[src/rtl/btn_input_conditioner.sv]
// Multi-channel button front end: 2-flop synchroniser, debounce filter, edge pulses,
// long-press detection and auto-repeat, one independent slice per button.
module btn_input_conditioner #(
    parameter int NUM_BTN        = 3,
    parameter int CNT_WIDTH      = 20,
    parameter int DEBOUNCE_LIMIT = 1_000_000,
    parameter int HOLD_WIDTH     = 27,
    parameter int HOLD_LIMIT     = 100_000_000,
    parameter int REPEAT_LIMIT   = 20_000_000
) (
    input  logic               clk,
    input  logic               reset,
    input  logic [NUM_BTN-1:0] btn,
    input  logic [NUM_BTN-1:0] repeat_en,
    output logic [NUM_BTN-1:0] clean_btn,
    output logic [NUM_BTN-1:0] press_pulse,
    output logic [NUM_BTN-1:0] release_pulse,
    output logic [NUM_BTN-1:0] long_press,
    output logic [NUM_BTN-1:0] repeat_pulse
);

    localparam logic [1:0] ST_IDLE = 2'd0;
    localparam logic [1:0] ST_HOLD = 2'd1;
    localparam logic [1:0] ST_LONG = 2'd2;

    localparam logic [CNT_WIDTH-1:0]  DCNT_LAST   = CNT_WIDTH'(DEBOUNCE_LIMIT - 1);
    localparam logic [HOLD_WIDTH-1:0] HOLD_LAST   = HOLD_WIDTH'(HOLD_LIMIT - 1);
    localparam logic [HOLD_WIDTH-1:0] REPEAT_LAST = HOLD_WIDTH'(REPEAT_LIMIT - 1);

    for (genvar i = 0; i < NUM_BTN; i++) begin : g_chan
        logic                  s1;
        logic                  s2;
        logic [CNT_WIDTH-1:0]  dcnt;
        logic                  clean_q;
        logic                  press_q;
        logic                  release_q;
        logic [1:0]            state;
        logic [HOLD_WIDTH-1:0] hcnt;
        logic                  long_q;
        logic                  repeat_q;
        logic                  accept;

        // Sync disagrees with the clean level for the final required cycle.
        assign accept = (s2 != clean_q) && (dcnt == DCNT_LAST);

        // NOTE: s1 may go metastable; only s2 is ever looked at by the filter.
        always_ff @(posedge clk) begin
            if (reset) begin
                s1 <= 1'b0;
                s2 <= 1'b0;
            end else begin
                s1 <= btn[i];
                s2 <= s1;
            end
        end

        // NOTE: non-blocking assignments everywhere here, so every read sees the pre-edge value.
        always_ff @(posedge clk) begin
            if (reset) begin
                dcnt      <= '0;
                clean_q   <= 1'b0;
                press_q   <= 1'b0;
                release_q <= 1'b0;
            end else begin
                press_q   <= 1'b0;
                release_q <= 1'b0;
                if (s2 == clean_q) begin
                    dcnt <= '0;
                end else if (accept) begin
                    clean_q   <= s2;
                    dcnt      <= '0;
                    press_q   <= s2;
                    release_q <= ~s2;
                end else begin
                    dcnt <= dcnt + 1'b1;
                end
            end
        end

        // Release acceptance takes priority over any hold/repeat event on the same edge.
        always_ff @(posedge clk) begin
            if (reset) begin
                state    <= ST_IDLE;
                hcnt     <= '0;
                long_q   <= 1'b0;
                repeat_q <= 1'b0;
            end else begin
                repeat_q <= 1'b0;
                if (accept) begin
                    state  <= s2 ? ST_HOLD : ST_IDLE;
                    hcnt   <= '0;
                    long_q <= 1'b0;
                end else begin
                    case (state)
                        ST_HOLD: begin
                            if (hcnt == HOLD_LAST) begin
                                state    <= ST_LONG;
                                long_q   <= 1'b1;
                                hcnt     <= '0;
                                repeat_q <= repeat_en[i];
                            end else begin
                                hcnt <= hcnt + 1'b1;
                            end
                        end
                        ST_LONG: begin
                            if (hcnt == REPEAT_LAST) begin
                                hcnt     <= '0;
                                repeat_q <= repeat_en[i];
                            end else begin
                                hcnt <= hcnt + 1'b1;
                            end
                        end
                        default: begin
                            state  <= ST_IDLE;
                            hcnt   <= '0;
                            long_q <= 1'b0;
                        end
                    endcase
                end
            end
        end

        assign clean_btn[i]     = clean_q;
        assign press_pulse[i]   = press_q;
        assign release_pulse[i] = release_q;
        assign long_press[i]    = long_q;
        assign repeat_pulse[i]  = repeat_q;
    end

endmodule

[config.mk]
export PLATFORM = sky130hd
export DESIGN_NAME = btn_input_conditioner
export DESIGN_NICKNAME = d
export VERILOG_FILES = /design/src/rtl/btn_input_conditioner.sv
export SDC_FILE = /design/constraint.sdc
export NUM_CORES = 1
export LEC_CHECK = 0
export CORE_MARGIN = 3
export CORE_UTILIZATION = 60
export CTS_CLUSTER_SIZE = 14
export DETAILED_ROUTE_END_ITERATION = 16
export GPL_ROUTABILITY_DRIVEN = 0
export GPL_TIMING_DRIVEN = 0
export HOLD_SLACK_MARGIN = 0.1
export PLACE_DENSITY = 0.8
export SYNTH_ARGS = -nofsm -noshare
export SYNTH_HDL_FRONTEND = slang
export SYNTH_SLANG_ARGS = --single-unit
[constraint.sdc]
create_clock -name clk -period 3.1 [get_ports clk]
set_clock_uncertainty 0.1 [all_clocks]
set_input_delay 0.62 -clock clk [delete_from_list [all_inputs] [get_ports clk]]
set_output_delay 0.62 -clock clk [all_outputs]
set_load 0.02 [all_outputs]
Yosys cells after proc, flatten, opt, wreduce, memory -nomap -nowiden
Cells that the tools add are included.
Widths: inputs -> output; s select.
{"block": "op_classes", "muxes": 36, "div": 0, "order_cmp": 0, "n_eq_ne": 30, "addsub": 6, "n_mul": 0, "n_shift": 0, "bitwise_logic": 12, "reduce_logical": 21}
{"op": "$mux 27", "count": 6}
{"op": "$pmux 27 s2", "count": 3}
{"op": "$add 27x1->27 const B", "count": 3}
{"op": "$eq 27x25->1 const B", "count": 3}
{"op": "$eq 27x27->1 const B", "count": 3}
{"op": "$add 20x1->20 const B", "count": 3}
{"op": "$eq 20x20->1 const B", "count": 3}
{"op": "$reduce_and 2->1", "count": 9}
{"op": "$reduce_or 3->1", "count": 6}
{"op": "$mux 1", "count": 12}
{"op": "$mux 2", "count": 6}
{"op": "$ne 2x2->1 const B", "count": 6}
{"op": "$not 1->1", "count": 12}
{"op": "$pmux 1 s2", "count": 6}
{"op": "$pmux 2 s2", "count": 3}
{"op": "$ne 3x3->1 const B", "count": 3}
{"op": "$eq 2x1->1 const B", "count": 3}
{"op": "$eq 2x2->1 const B", "count": 3}
{"op": "$reduce_or 2->1", "count": 3}
{"op": "$eq 1x1->1", "count": 3}
{"op": "$logic_and 1x1->1", "count": 3}
{"op": "$ne 1x1->1", "count": 3}
{"block": "totals", "mem_bits_ro": 0, "reg_bits": 168, "mem_count": 0, "latchBits": 0, "elab_cells": 135, "ram_bits": 0, "output_inout_bits": 15}

Depth between registers and ports, before layout
Gate-level depths: netlist (run 1).
{"block": "logic_depth", "word_depth": 4, "depth_mapped": 7, "mapped_depth_nobuf": 6}

Worst setup path before layout (run 1)
OpenSTA, ideal clock, no wires.
{"block": "synth_path", "path_type": "register to register", "from": "reg g_chan[1].hcnt[9]", "to": "reg g_chan[1].hcnt[19]", "path_buffers": 1, "setup_ns": 0.115, "stages_incl_launch_ff": 7, "path_slack_ns": 1.065, "arrival_ns": 1.820, "required_ns": 2.885, "cell_sequence": "dfxtp_1 or4b_4 nor4_4 a21boi_1 o211ai_4 buf_6 nor2_1"}
{"block": "synth_between", "elab_chain_cells": 3}
{"element": "start, declared", "line_no": "38", "rtl": "logic [HOLD_WIDTH-1:0] hcnt;"}
{"element": "start signal, assigned", "line_no": "102", "rtl": "hcnt <= hcnt + 1'b1;"}
{"element": "start signal, assigned", "line_no": "110", "rtl": "hcnt <= hcnt + 1'b1;"}
{"element": "$add 27x1->27 (tied with other cells)", "line_no": "102, 110"}
{"element": "$mux 27 (on tied branches)", "line_no": "106, 96"}
{"element": "$pmux 27 s2 *", "line_no": "94", "rtl": "case (state)"}
Mark *: on every way between the ends. The rest lies on a longest branch, timed or not.
A chain may end at the register's enable or synchronous reset.

Worst setup path in the final report (run 1)
{"block": "layout_path", "from": "reg g_chan[2].dcnt[0]", "to": "reg g_chan[2].dcnt[4]"}
{"block": "layout_between", "elab_chain_cells": 3}
{"element": "start, declared", "line_no": "33", "rtl": "logic [CNT_WIDTH-1:0] dcnt;"}
{"element": "start signal, assigned", "line_no": "75", "rtl": "dcnt <= dcnt + 1'b1;"}
{"element": "parallel branches: the longest is 3 deep, another holds $add 20x1->20"}
Several ways; the timed one is not identified.

==> qor.txt, run 1 <==
M3 GR Usage -> 5.65%
crit path buf inv count -> 1
site row count -> 40
hold path cells -> 1
WHS -> 0.342 ns
actual slew at the worst max-slew pin -> 1.22 ns
WP data arrival -> 2.76 ns
Worst Hold Endpoint -> g_chan[1].s2$_SDFF_PP0_
Skew-Pair Late Insertion Delay -> 0.43 ns
top_reg_cell synth -> dfxtp_1
Clock Path Buffers -> 2
Post-synth ARST share -> 0%
final wirelength -> 15000 um
status -> finished, final reports clean
Synth Warn # -> 0
most frequent cells in the layout -> dfxtp_1 (168), nor2_1 (166), xnor2_1 (74)
sw frac -> 19.3%
CP cell instances -> ha_1, nand3_1, nor4_1, a31oi_1, nand2b_1, clkbuf_1, nor2_1
worst-path maximum fanout -> 10
Worst R2R End -> g_chan[2].dcnt[4]$_SDFF_PP0_
Max IR drop VDD -> 369 uV
family with the most delay on the worst path -> simple AND/OR/NAND/NOR gates
Die Y -> 118 um
Psw -> 835 uW
CP max stage cell -> nor4_1
f_max -> 389 MHz
Filler cells -> 918
first-pass GRT wire length -> 26000 um
CTS tree -> done
type of the tightest min-delay check -> reg -> reg
cts hold-fix bufs -> 0
leading area contributor after synthesis -> dfxtp_1
Synth cell types -> 47
flops & latches, synth -> 168
synthesized instance count -> 848
DRT antenna net count -> 0
DR WL/cell -> 14.0 um
Power Internal -> 3480 uW
Total Neg Setup Slack -> 0 ns
Reg clk slew, reported paths -> 0.06 ns
area grow syn2layout -> 13.7%
total congestion overflow -> 0
number of port buffers -> 22
GR Util met2 -> 37.8%
endpoints failing setup -> 0
Sink Count -> 168
max-slew violation count -> 0
Core ar. -> 12200 um2
Static Leak -> 0.00278 uW
crit path time final -> 2.57 ns
diode count -> 0
share of cells above drive strength 1 -> 8.10%
R2R Path Start -> g_chan[2].dcnt[0]$_SDFF_PP0_
crit-path max cell delay -> 0.49 ns
post-DR vias/cell -> 5.55
cts bufs inserted -> 17
synth top area cells -> dfxtp_1 (45%), xnor2_1 (8.6%), nor2_1 (8.2%), xor2_1 (6.5%), nand3_1 (3.6%)
GR Util All Layers -> 22.2%
critical path type -> reg -> reg
CTS root buf -> clkbuf_16
Core Util, Final -> 70.6%
largest net degree at the start of global routing -> 17
Synth top area share -> 44.5%
post-synthesis cell area -> 7550 um2
number of global-route vias before repair -> 5777
Initial Util -> 62.1%
1st-pass router iterations -> 5
Most Crowded Layer GR -> met2
Final Cycle Share -> 82.9%
DPL Wire Length -> 10600 um
syn_nets -> 869
number of remaining DRC errors -> 0
Initial DRC Count -> 385
Comb pwr share -> 0.8%
die area -> 14000 um2
postcts setup bufs -> 0
maxcap violations -> 0
Final Hold Vio Count -> 0
Clock Power Share -> 49.0%
syn_area_per_cell -> 8.91 um2
antenna violations before repair -> 0
pwr/cell area -> 503 nW/um2
Crit. End Element -> flop
Max-slew headroom -> 18.2%
Hold Crit Start -> g_chan[1].s1$_SDFF_PP0_
Worst setup SP type -> flop
io pins -> 23
Via Count -> 5938
Crit path required time -> 3.29 ns
reg2reg setup slack -> 0.53 ns
most common cell after layout, fill and taps aside -> dfxtp_1
EDFF count, synth -> 0
Die W -> 118 um
RSZ-0062 raised after global routing -> false
maximum level of the CTS H-tree -> 4
met1 Use GR -> 27.3%
Sequential Power Share -> 50.2%
R2R depth -> 7
Seq/Total Area, Yosys -> 44.5%
# resized after CTS -> 0
Final Net Count -> 910
routing by layer:
layer	share of wire (%)	routed length (um)
met1	44	6640
met2	50	7450
met3	4.2	627
met4	1.8	268
met5	0	0
area by class of cell:
class | instances | area (um2) | share of cell area, %
repair buffers | 22 | 220 | 2.56
well taps | 168 | 210 | 2.45
clock buffers | 24 | 512 | 5.96
inverters | 32 | 120 | 1.40
clock inverters | 7 | 90.1 | 1.05
multi-input cells | 614 | 3830 | 44.7
flip-flops and latches | 168 | 3360 | 39.2
plain buffers | 34 | 236 | 2.75
cells by family (layout without fill, tap and decap cells):
| group | Yosys count | count (layout) | share of synthesized area (%) |
|---|---|---|---|
| xor+xnor | 130 | 130 | 15.1 |
| simple gates | 441 | 441 | 29.8 |
| buf+inv | 66 | 119 | 4.72 |
| fa+ha+maj | 13 | 13 | 2.15 |
| flops | 168 | 168 | 44.5 |
| compound gates | 30 | 30 | 3.76 |
Yosys cell counts (all sizes together), types with 7 or more instances:
master / instances
ha: 13
or4: 7
nand4: 36
and4: 12
dfxtp: 168
and3: 17
nor3b: 13
xor2: 56
nor2: 166
nor3: 31
nor4: 19
nand3: 55
clkbuf: 9
xnor2: 74
buf: 25
nand2: 46
nor4b: 7
inv: 32
worst register-to-register path, cell delays in order (launching register included):
cell,delay [ns]
dfxtp_1,0.39
ha_1,0.24
nand3_1,0.15
nor4_1,0.49
a31oi_1,0.38
nand2b_1,0.20
clkbuf_1,0.37
nor2_1,0.11
worst max path at each step:
stage / from / depth (start not counted) / slack, ns / endpoint
detailed placement: reset / 5 / 0.41 / g_chan[2].hcnt[15]$_SDFF_PP0_
floorplan: g_chan[1].hcnt[9]$_SDFF_PP0_ / 6 / 1.07 / g_chan[1].hcnt[19]$_SDFF_PP0_
global placement: reset / 5 / 0.49 / g_chan[2].hcnt[9]$_SDFF_PP0_
global route: g_chan[2].dcnt[0]$_SDFF_PP0_ / 7 / 0.20 / g_chan[2].dcnt[4]$_SDFF_PP0_
finish: g_chan[2].dcnt[0]$_SDFF_PP0_ / 7 / 0.53 / g_chan[2].dcnt[4]$_SDFF_PP0_
CTS: g_chan[2].dcnt[0]$_SDFF_PP0_ / 7 / 0.55 / g_chan[2].dcnt[4]$_SDFF_PP0_
sequential cells by signal (all words and copies together), names as in the netlist:
| signal | cells |
|---|---|
| g_chan.s1 | 3 |
| g_chan.dcnt | 60 |
| g_chan.release_q | 3 |
| g_chan.press_q | 3 |
| g_chan.repeat_q | 3 |
| g_chan.hcnt | 81 |
| g_chan.long_q | 3 |
| g_chan.state | 6 |
| g_chan.s2 | 3 |
| g_chan.clean_q | 3 |
stage by stage:
step | power [uW] | cell area [um2] | setup slack, ns | std cells
6_report | 4320 | 8590 | 0.532 | 1069
5_1_grt | 4460 | 8590 | 0.200 | 1069
4_1_cts | 4350 | 8590 | 0.553 | 1069
3_5_place_dp | 2250 | 7980 | 0.411 | 1038
3_3_place_gp | 2250 | 7980 | 0.485 | 1038
2_1_floorplan | 2230 | 7550 | 1.07 | 848
power by group through the flow:
stage                     sequential, uW  combinational [uW]  clock, uW
after floorplan                     2210                18.5          0
after global placement              2210                34.3          0
after detailed placement            2210                35.1          0
after CTS                           2170                35.4       2150
after global routing                2170                38.4       2250
final                               2170                35.1       2120
Note: power is estimated with default switching activity, not from simulation.
==> run 2: changes to the inputs <==
clock period = 2.5 ns   (was 3.1 ns; I/O delays follow)
==> qor.txt, run 2 (synthesis results as in run 1) <==
Final Cycle Share -> 95.0% (+12 points)
endpoints failing setup -> 0 (unchanged)
Reg clk slew, reported paths -> 0.06 ns (about the same)
DRT antenna net count -> 0 (unchanged)
Top Registers -> g_chan.hcnt (81), g_chan.dcnt (60), g_chan.state (6)
cts hold-fix bufs -> 0 (unchanged)
die area -> 14000 um2 (unchanged)
Final Net Count -> 910 (unchanged)
io pins -> 23 (unchanged)
Sink Count -> 168 (unchanged)
final wirelength -> 15000 um (+0.29%)
CTS tree -> done
maximum level of the CTS H-tree -> 4 (unchanged)
pwr/cell area -> 621 nW/um2 (+23%)
Initial DRC Count -> 357 (-7.3%)
Crit path required time -> 2.71 ns (-0.58 ns)
1st-pass router iterations -> 5 (unchanged)
WP data arrival -> 2.58 ns (-0.18 ns)
largest net degree at the start of global routing -> 17 (unchanged)
Core Util, Final -> 70.9% (+0.33 points)
Core ar. -> 12200 um2 (unchanged)
footprint of the multi-input gates -> 3870 um2 (+0.98%)
actual slew at the worst max-slew pin -> 0.873 ns (-0.343 ns)
first-pass GRT wire length -> 26100 um (+0.24%)
Static Leak -> 0.00278 uW (+0.25%)
largest reg by FF count -> g_chan.hcnt
max-slew violation count -> 0 (unchanged)
total congestion overflow -> 0 (unchanged)
final instance area -> 8630 um2 (+0.47%)
CTS root buf -> clkbuf_16
maxcap violations -> 0 (unchanged)
Filler cells -> 914 (-0.44%)
status -> finished, final reports clean
critical path type -> reg -> reg
Via Count -> 5947 (+0.15%)
Crit. End Element -> flop
max FFs per register -> 81 (unchanged)
Initial Util -> 62.1% (unchanged)
Max IR drop VDD -> 456 uV (+24%)
FF+latch area -> 3360 um2 (unchanged)
GR Util All Layers -> 22.3% (+0.056 points)
Max-slew headroom -> 41.3% (+23 points)
number of port buffers -> 22 (unchanged)
worst-path maximum fanout -> 10 (unchanged)
Skew-Pair Late Insertion Delay -> 0.42 ns (about the same)
cts bufs inserted -> 17 (unchanged)
Final Hold Vio Count -> 0 (unchanged)
placed inst area -> 7980 um2 (unchanged)
number of global-route vias before repair -> 5782 (+0.087%)
number of remaining DRC errors -> 0 (unchanged)
antenna violations before repair -> 0 (unchanged)
diode count -> 0 (unchanged)
DPL Wire Length -> 10600 um (unchanged)
area grow syn2layout -> 14.2%
most frequent cells in the layout -> dfxtp_1 (168), nor2_1 (166), xnor2_1 (74)
post-DR vias/cell -> 5.56 (+0.15%)
Die Y -> 118 um (unchanged)
site row count -> 40 (unchanged)
postcts setup bufs -> 0 (unchanged)
most common cell after layout, fill and taps aside -> dfxtp_1
type of the tightest min-delay check -> reg -> reg
Worst setup SP type -> flop
Clock Path Buffers -> 2 (unchanged)
f_max -> 421 MHz (+8.2%)
DR WL/cell -> 14.1 um (+0.29%)
crit path time final -> 2.37 ns (-0.194 ns)
Die W -> 118 um (unchanged)
RSZ-0062 raised after global routing -> false
WHS -> 0.342 ns (-0.00000100 ns)
share of cells above drive strength 1 -> 8.99% (+0.89 points)
## run 2: cell counts in the layout (fill, tap and decap cells not counted)
Identical to the previous run, type by type.
## run 2: metal layers
metal  GRT usage [%]  wire (um)  up-vias
li1                -          -     2971
met1            27.3       6610     2814
met5               0          0        -
met4            7.69        269        0
met3            5.65        678       27
met2            38.0       7480      135
## run 2: timing repair
item,CTS,global route
resized for setup,2,8
hold endpoints to repair,0,0
pin swaps,0,1
endpoints found under the setup margin,19,54
## run 2: power by group
part | leakage [uW] | switching, uW | internal (uW)
Sequential | 0.00135 | 3.81 | 2680
Combinational | 0.00114 | 25.1 | 19.0
Clock | 0.000294 | 1010 | 1620
## run 2: critical path: stages (launching register included)
cell	delay, ns
dfxtp_1	0.38
ha_1	0.22
nand3_1	0.15
or2_0	0.29
o41a_1	0.48
o211ai_4	0.37
buf_6	0.20
nor2_1	0.06
## run 2: layout make-up
class                           count  area share, %
Timing Repair Buffer               22           2.55
Multi-Input combinational cell    614           44.9
Buffer                             34           2.77
Inverter                           32           1.39
Sequential cell                   168           39.0
Clock buffer                       24           5.93
Clock inverter                      7           1.04
Tap cell                          168           2.44
## run 2: per-stage QoR
step	cells	setup TNS, ns	power (uW)	setup slack [ns]
after floorplan	848	0	2770	0.465
after global placement	1038	0	2790	0.00501
after detailed placement	1038	-1.43	2790	-0.0689
after CTS	1069	0	5390	0.0427
after global routing	1069	0	5530	0.00290
final	1069	0	5360	0.126
## run 2: final timing paths
kind                                startpoint                       endpoint  slack [ns]  cells after the start
setup reg to reg  g_chan[2].hcnt[0]$_SDFF_PP0_  g_chan[2].hcnt[25]$_SDFF_PP0_        0.13                      7
hold reg to reg        g_chan[1].s1$_SDFF_PP0_        g_chan[1].s2$_SDFF_PP0_        0.34                      1
hold / removal         g_chan[1].s1$_SDFF_PP0_        g_chan[1].s2$_SDFF_PP0_        0.34                      1
setup / recovery  g_chan[2].hcnt[0]$_SDFF_PP0_  g_chan[2].hcnt[25]$_SDFF_PP0_        0.13                      7
==> run 3: changes to the inputs <==
PLACE_DENSITY = not set   (was 0.8)
PLACE_DENSITY_LB_ADDON = 0.05   (was not set)
==> qor.txt, run 3 (synthesis results as in run 1) <==
most common cell after layout, fill and taps aside -> dfxtp_1
maxcap violations -> 0 (unchanged)
type of the tightest min-delay check -> reg -> reg
CTS tree -> done
Via Count -> 5803 (-2.4%)
Finished Layout Cells -> 1070 (+0.094%)
GR Util All Layers -> 21.3% (-0.97 points)
DPL Wire Length -> 10200 um (-3.4%)
area grow syn2layout -> 14.7%
Crit path required time -> 2.72 ns (about the same)
io pins -> 23 (unchanged)
Core ar. -> 12200 um2 (unchanged)
cts bufs inserted -> 17 (unchanged)
DR WL/cell -> 13.6 um (-3.5%)
Pwr Total -> 5550 uW (+3.7%)
Final Hold Vio Count -> 0 (unchanged)
Static Leak -> 0.00281 uW (+0.86%)
Skew-Pair Late Insertion Delay -> 0.43 ns (about the same)
share of cells above drive strength 1 -> 9.09% (+0.10 points)
Clock Path Buffers -> 2 (unchanged)
Setup crit start -> g_chan[2].hcnt[0]$_SDFF_PP0_
worst-path maximum fanout -> 10 (unchanged)
number of remaining DRC errors -> 0 (unchanged)
final wirelength -> 14500 um (-3.5%)
post-route met1 wirelength -> 6690 um (+1.3%)
largest net degree at the start of global routing -> 17 (unchanged)
site row count -> 40 (unchanged)
Final Cycle Share -> 93.0% (-1.9 points)
status -> finished, final reports clean
Hold Crit Start -> g_chan[1].s1$_SDFF_PP0_
Final Net Count -> 910 (unchanged)
Sink Count -> 168 (unchanged)
endpoints failing setup -> 0 (unchanged)
first-pass GRT wire length -> 24900 um (-4.6%)
Initial DRC Count -> 369 (+3.4%)
Max-slew headroom -> 42.5% (+1.1 points)
max FFs per register -> 81 (unchanged)
Placed Cells -> 1038 (unchanged)
antenna violations before repair -> 0 (unchanged)
die area -> 14000 um2 (unchanged)
crit path time final -> 2.33 ns (-0.0487 ns)
Top Registers -> g_chan.hcnt (81), g_chan.dcnt (60), g_chan.state (6)
DRT antenna net count -> 0 (unchanged)
WP data arrival -> 2.55 ns (-0.03 ns)
Crit. End Element -> flop
Worst setup SP type -> flop
largest reg by FF count -> g_chan.hcnt
max-slew violation count -> 0 (unchanged)
cts hold-fix bufs -> 0 (unchanged)
Initial Util -> 62.1% (unchanged)
diode count -> 0 (unchanged)
R2R Path Start -> g_chan[2].hcnt[0]$_SDFF_PP0_
actual slew at the worst max-slew pin -> 0.856 ns (-0.0171 ns)
pwr/cell area -> 641 nW/um2 (+3.2%)
Die Y -> 118 um (unchanged)
Max IR drop VDD -> 453 uV (-0.50%)
Die W -> 118 um (unchanged)
Total Neg Setup Slack -> 0 ns (unchanged)
CTS root buf -> clkbuf_16
post-DR vias/cell -> 5.42 (-2.5%)
1st-pass router iterations -> 6 (+1)
f_max -> 430 MHz (+2.1%)
number of port buffers -> 22 (unchanged)
RSZ-0062 raised after global routing -> true
most frequent cells in the layout -> dfxtp_1 (168), nor2_1 (166), xnor2_1 (74)
maximum level of the CTS H-tree -> 4 (unchanged)
number of global-route vias before repair -> 5634 (-2.6%)
wire length on met2 -> 7140 um (-4.6%)
critical path type -> reg -> reg
total congestion overflow -> 0 (unchanged)
Reg clk slew, reported paths -> 0.06 ns (about the same)
Top Metal Used -> met4
met3 WL post-DR -> 517 um (-24%)
==> run 3: path summary, 6_finish.rpt <==
kind | end | slack, ns | depth (start not counted)
setup / recovery | g_chan[2].hcnt[19]$_SDFF_PP0_ | 0.17 | 7
hold / removal | g_chan[1].s2$_SDFF_PP0_ | 0.34 | 1
setup reg to reg | g_chan[2].hcnt[19]$_SDFF_PP0_ | 0.17 | 7
hold reg to reg | g_chan[1].s2$_SDFF_PP0_ | 0.34 | 1
==> run 3: cell type report <==
| class | instances | area (um2) |
|---|---|---|
| fill | 941 | 3490 |
| clock inverter | 11 | 169 |
| multi-input combinational | 614 | 3860 |
| buffer | 34 | 239 |
| timing repair buffer | 22 | 220 |
| clock buffer | 21 | 480 |
| inverter | 32 | 120 |
| tap | 168 | 210 |
| sequential | 168 | 3360 |
==> run 3: critical path: stages, from the launching register on <==
cell and delay, ns:
dfxtp_1 0.37, ha_1 0.22, nand3_1 0.16, or2_0 0.28
o41a_1 0.48, o211ai_4 0.35, buf_6 0.20, nor2_1 0.06
==> run 3: power breakdown <==
part	internal, uW	switching, uW	total [uW]
sequential	2680	4.01	2690
clock	1780	1050	2820
combinational	19.0	25.0	44.0
total	4480	1080	5550
==> run 3: timing repair <==
| item | in CTS | in global routing |
|---|---|---|
| setup buffers | 0 | 0 |
| gates resized for setup | 2 | 7 |
| setup endpoints to repair | 20 | 75 |
==> run 3: through the flow <==
stage / worst slack (ns) / util (%) / instance area (um2) / hold slack [ns]
2_1_floorplan: 0.465 / - / 7550 / 0.314
3_3_place_gp: 0.0401 / 65.6 / 7980 / 0.324
3_5_place_dp: -0.0902 / 65.6 / 7980 / 0.328
4_1_cts: 0.0842 / 71.1 / 8650 / 0.346
5_1_grt: -0.000633 / 71.3 / 8670 / 0.371
6_report: 0.174 / 71.3 / 8670 / 0.337
==> run 3: per-layer routing <==
metal	track usage [%]	vias up
met4	7.62	0
li1	-	2969
met5	0	-
met3	5.02	14
met1	25.9	2718
met2	36.8	102
